===== src/rtl/pipe_ctrl.sv =====
// Pipeline hazard controller: prioritises jumps, holds and load-use hazards
// into pc redirect, stall and flush controls, with a sticky hold watchdog.
//
// state | meaning
// RUN   | normal issue; jump, hold and load-use requests are arbitrated
// FLUSH | bubbles from a taken jump still draining; only a new jump acts
// HOLD  | pipeline frozen by an execute or bus hold
module pipe_ctrl #(
  parameter int unsigned FLUSH_CYCLES = 2,
  parameter int unsigned HOLD_MAX     = 15
) (
  input  logic        clk,
  input  logic        rst,
  input  logic        jump_en_i,
  input  logic [31:0] jump_addr_i,
  input  logic        hold_flag_i,
  input  logic        ext_hold_i,
  input  logic        load_use_i,
  output logic        jump_en_o,
  output logic [31:0] jump_addr_o,
  output logic        stall_pc_o,
  output logic        stall_if_id_o,
  output logic        stall_id_ex_o,
  output logic        flush_if_id_o,
  output logic        flush_id_ex_o,
  output logic [1:0]  state_o,
  output logic        hold_timeout_o
);

  localparam logic [1:0] ST_RUN   = 2'd0;
  localparam logic [1:0] ST_FLUSH = 2'd1;
  localparam logic [1:0] ST_HOLD  = 2'd2;

  localparam logic [3:0] FLUSH_RELOAD = (FLUSH_CYCLES > 1) ? 4'(FLUSH_CYCLES - 2) : 4'd0;
  localparam logic [1:0] JUMP_NEXT    = (FLUSH_CYCLES > 1) ? ST_FLUSH : ST_RUN;
  localparam logic [7:0] HOLD_LIMIT   = 8'(HOLD_MAX);

  logic [1:0] state, state_nxt;
  logic [3:0] flush_cnt, flush_cnt_nxt;
  logic [7:0] hold_cnt, hold_cnt_nxt;
  logic       timeout_q, timeout_nxt;
  logic       hold_req;

  assign hold_req = hold_flag_i | ext_hold_i;

  // HOLD arbitrates exactly like RUN; it only differs in what state_o reports.
  always_comb begin
    jump_en_o     = 1'b0;
    jump_addr_o   = 32'd0;
    stall_pc_o    = 1'b0;
    stall_if_id_o = 1'b0;
    stall_id_ex_o = 1'b0;
    flush_if_id_o = 1'b0;
    flush_id_ex_o = 1'b0;
    state_nxt     = state;
    flush_cnt_nxt = flush_cnt;
    hold_cnt_nxt  = hold_cnt;
    timeout_nxt   = timeout_q;

    if (rst) begin
      flush_if_id_o = 1'b1;
      flush_id_ex_o = 1'b1;
    end else if (jump_en_i) begin
      jump_en_o     = 1'b1;
      jump_addr_o   = jump_addr_i;
      flush_if_id_o = 1'b1;
      flush_id_ex_o = 1'b1;
      state_nxt     = JUMP_NEXT;
      flush_cnt_nxt = FLUSH_RELOAD;
      hold_cnt_nxt  = 8'd0;
    end else if (state == ST_FLUSH) begin
      flush_if_id_o = 1'b1;
      flush_id_ex_o = 1'b1;
      if (flush_cnt == 4'd0) begin
        state_nxt = ST_RUN;
      end else begin
        flush_cnt_nxt = flush_cnt - 4'd1;
      end
    end else if (hold_req) begin
      stall_pc_o    = 1'b1;
      stall_if_id_o = 1'b1;
      stall_id_ex_o = 1'b1;
      state_nxt     = ST_HOLD;
      hold_cnt_nxt  = (hold_cnt == 8'hFF) ? hold_cnt : hold_cnt + 8'd1;
      if (hold_cnt_nxt >= HOLD_LIMIT) begin
        timeout_nxt = 1'b1;
      end
    end else begin
      state_nxt    = ST_RUN;
      hold_cnt_nxt = 8'd0;
      if (load_use_i) begin
        stall_pc_o    = 1'b1;
        stall_if_id_o = 1'b1;
        flush_id_ex_o = 1'b1;
      end
    end
  end

  always_comb begin
    if (rst || (state == ST_HOLD && !hold_req)) begin
      state_o = ST_RUN;
    end else begin
      state_o = state;
    end
  end

  assign hold_timeout_o = timeout_q;

  always_ff @(posedge clk) begin
    if (rst) begin
      state     <= ST_RUN;
      flush_cnt <= 4'd0;
      hold_cnt  <= 8'd0;
      timeout_q <= 1'b0;
    end else begin
      state     <= state_nxt;
      flush_cnt <= flush_cnt_nxt;
      hold_cnt  <= hold_cnt_nxt;
      timeout_q <= timeout_nxt;
    end
  end

endmodule


===== config.mk =====
export PLATFORM = sky130hd
export DESIGN_NAME = pipe_ctrl
export DESIGN_NICKNAME = d
export VERILOG_FILES = /design/src/rtl/pipe_ctrl.sv
export SDC_FILE = /design/constraint.sdc
export NUM_CORES = 1
export LEC_CHECK = 0
export CORE_AREA = 4 4 59 61
export DETAILED_ROUTE_END_ITERATION = 8
export DIE_AREA = 0 0 63 65
export PLACE_DENSITY = 0.83
export SLEW_MARGIN = 20
export SYNTH_ARGS = -nofsm -noshare
export SYNTH_HDL_FRONTEND = slang
export SYNTH_SLANG_ARGS = --single-unit

===== constraint.sdc =====
create_clock -name clk -period 4 [get_ports clk]
set_input_delay 0.8 -clock clk [delete_from_list [all_inputs] [get_ports clk]]
set_output_delay 0.8 -clock clk [all_outputs]
set_load 0.02 [all_outputs]

==> flow_metrics.tcl, run 1 <==
set metrics [dict create \
    dieArea_um2 4095 \
    clock_skew_ps 3.649 \
    nFillCells 265 \
    required_ps 3200 \
    synth-simple-area-share_pct 45.11 \
    numCtsBuffers 3 \
    arrival_ps 2610 \
    fin_crit_ps 3408 \
    die_y_um 65 \
    synth_warnings 0 \
    routed_wl_mm 3.409 \
    synth_commonest_cells "and2_1, dfxtp_1, nor2_1, nand2_1, a21oi_1" \
    pwr-share-seq_pct 41.8 \
    p_leak_nw 0.6822 \
    synthCells 141 \
    final_hold_viol_count 0 \
    vdd_drop_max_v 0.0001664 \
    path_buf_inv 3 \
    fin_ws_ps 592.0 \
    cts_tree "yes" \
    post-dp-hpwl_mm 2.852 \
    path_class "in -> out" \
    synth_compound_area_share_pct 14.60 \
    rows 20 \
    cts_root_buf "clkbuf_4" \
    slowest_delay_ps 630 \
    postCtsSetupBuffers 0 \
    h-tree-depth 1 \
    power.density_nw_per_um2 196.0 \
    clock-sinks 15 \
    dr.first_iter.drc_count 27 \
    hold-path-endpoint "flush_cnt[2]$_SDFFE_PP0P_" \
    antenna_found_initial 0 \
    muxShareOfSynthArea_pct 1.930 \
    die_x_um 63 \
    multi_input_comb_area_um2 690.7 \
    cts_resized 0 \
    reg2reg_from "hold_cnt[0]$_SDFFE_PP0N_" \
    hold_class "reg -> reg" \
    comb_power_share_pct 33.4 \
    grt_max_degree 34 \
    max_slew_margin_pct 77.37 \
    tightest_slew_ps 338.8 \
    ctsHoldBuffers 0 \
    synth_top_cell_area_share_pct 28.95 \
    netSwitchingPower_uw 105.6 \
    synth_top_family_by_area "simple AND/OR/NAND/NOR gates" \
    grt_usage_pct 16.78 \
    cts.reportedPaths.clkPinSlew_ps 100 \
    yosys.cell_count.top_type "and2_1" \
    register_area_um2 300.3 \
    diodes 0 \
    synth_fa_ha_area_share_pct 2.413 \
    synth_edf_count 0 \
    p_int_uw 260.4 \
    vias 1249 \
    rr_worst_depth 5 \
    core_area_um2 2978 \
    worstPathMaxFanout 9 \
    tns_ps 0 \
    clk_path_buf_depth 2 \
    utilization_pct 62.69 \
    min_period_over_period_pct 85.20 \
    cpMostUsedCell "clkdlybuf4s50_1" \
    hold_slack_ps 498.8 \
    clk_latency_ps 290 \
    async_flop_share_pct 0 \
    synth_cell_type_count 40 \
    hold_depth 2 \
    worstSetupStartpointType "input port" \
    power_uw 366.0 \
    drc 0 \
    via_per_inst 4.976 \
    fin_nets 259 \
    path_cells "clkdlybuf4s50_1 -> nor2_1 -> nand3_1 -> inv_2 -> clkdlybuf4s50_1" \
    synth_top_area_cell "dfxtp_1" \
    switching_share_pct 28.86 \
    start_util_pct 34.83 \
    avgRoutedWirePerCell_um 13.58 \
    hold_path_startpoint "flush_cnt[2]$_SDFFE_PP0P_" \
    area_delta_synth_final_pct 79.98 \
    grt_pass1_vias 1108 \
    r2r_slack_ps 2390 \
    timing.rr.end "hold_cnt[3]$_SDFFE_PP0N_" \
    p_clk_share_pct 24.8 \
    place_congestion 0.8075 \
    antenna_left 0 \
    drv_cap 0 \
    cp_top_family "buffers and inverters" \
    pre_cts_slack_ps 606.4 \
    endpoint_kind "primary output" \
    max_freq_mhz 293.4 \
    synth_area_per_cell_um2 7.356 \
    grt_pass1_wl_mm 5.526 \
    ys_seq_area_share_pct 28.95 \
    synth_xor_area_share_pct 2.533 \
    drt_pass1_iterations 4 \
    drv_slew 0 \
    setup_viol 0 \
    port_buffers 78 \
    synthFlopType "dfxtp_1" \
    syn_area_um2 1037 \
    rsz0062_at_grt "no" \
    drive_gt1_share_pct 5.046 \
    status "finished clean" \
    ys_seq_elements 15 \
    overflow 0 \
    top_level_ports 79 \
    synth.top_cells.by_area "dfxtp_1, and2_1, nor2_1" \
    synth_nets 181 \
    slowest_stage "clkdlybuf4s50_1" \
]
## final cells by class
type | count | area share, %
repair buffers | 79 | 42.23
multi-input cells | 115 | 37.00
flip-flops and latches | 15 | 16.09
well taps | 33 | 2.212
clock buffers | 3 | 1.206
inverters | 5 | 1.005
clock inverters | 1 | 0.2681
## flip-flops by register name, summed over array words and instances (netlist names)
| signal | cells |
|---|---|
| flush_cnt | 4 |
| hold_cnt | 8 |
| hold_timeout_o | 1 |
| state | 2 |
## per-stage QoR
stage          instance area, um^2  instances
3_3_place_gp                  1839        247
2_1_floorplan                 1037        141
4_1_cts                       1867        251
3_5_place_dp                  1839        247
6_report                      1867        251
5_1_grt                       1867        251
## power by group through the flow
stage               registers, mW  logic, mW  clock network [mW]
floorplan                   0.156     0.0506                   0
detailed placement          0.156      0.123                   0
global placement            0.156      0.122                   0
CTS                         0.153      0.124              0.0923
global route                0.154      0.131               0.101
finish                      0.153      0.122              0.0907
## how the worst max path moves through the flow
stage,start,to,cells after the start
after detailed placement,rst,stall_id_ex_o,5
after CTS,rst,stall_id_ex_o,5
after floorplan,jump_en_i,stall_pc_o,4
final,rst,stall_id_ex_o,5
after global routing,rst,stall_id_ex_o,5
after global placement,rst,stall_id_ex_o,5
## worst min-delay path: cells and delay by family, from the launching register on
family,cells,cell delay (ps)
AOI/OAI and AO/OA,1,60
DFF,1,340
and+or+nand+nor,1,60
## cell usage in the layout, fill, tap and decap left out, types with 3 or more instances in the layout
cell,count
and2_1,32
inv_1,4
nand2_1,13
clkbuf_4,3
nor2b_1,3
nand3_1,4
dfxtp_1,15
nor2_1,14
clkdlybuf4s50_1,78
a21oi_1,7
o21ai_0,5
nor3_1,3
## cell families (layout without fill, tap and decap cells)
kind of cell               Yosys count  count (layout)
and+or+nand+nor                     84              84
AOI/OAI and AO/OA                   24              24
DFF                                 15              15
buffers and inverters               11              88
xor gates and xnor gates             3               3
adders and majority gates            2               2
muxes                                2               2
## routing by layer
layer  track usage (%)  vias to the layer above  part of all wire, %
li1                  -                      637                    -
met1             20.57                      535                   41
met2             28.33                       70                   48
met3             4.853                        7                  9.9
met4             4.959                        0                  1.5
met5                 0                        -                    0
(Power assumes the default switching activity.)
==> run 2: changes to the inputs <==
SLEW_MARGIN = 10   (was 20)
==> results of run 2 <==
Final layout, timing and power as in run 1 (identical DEF).
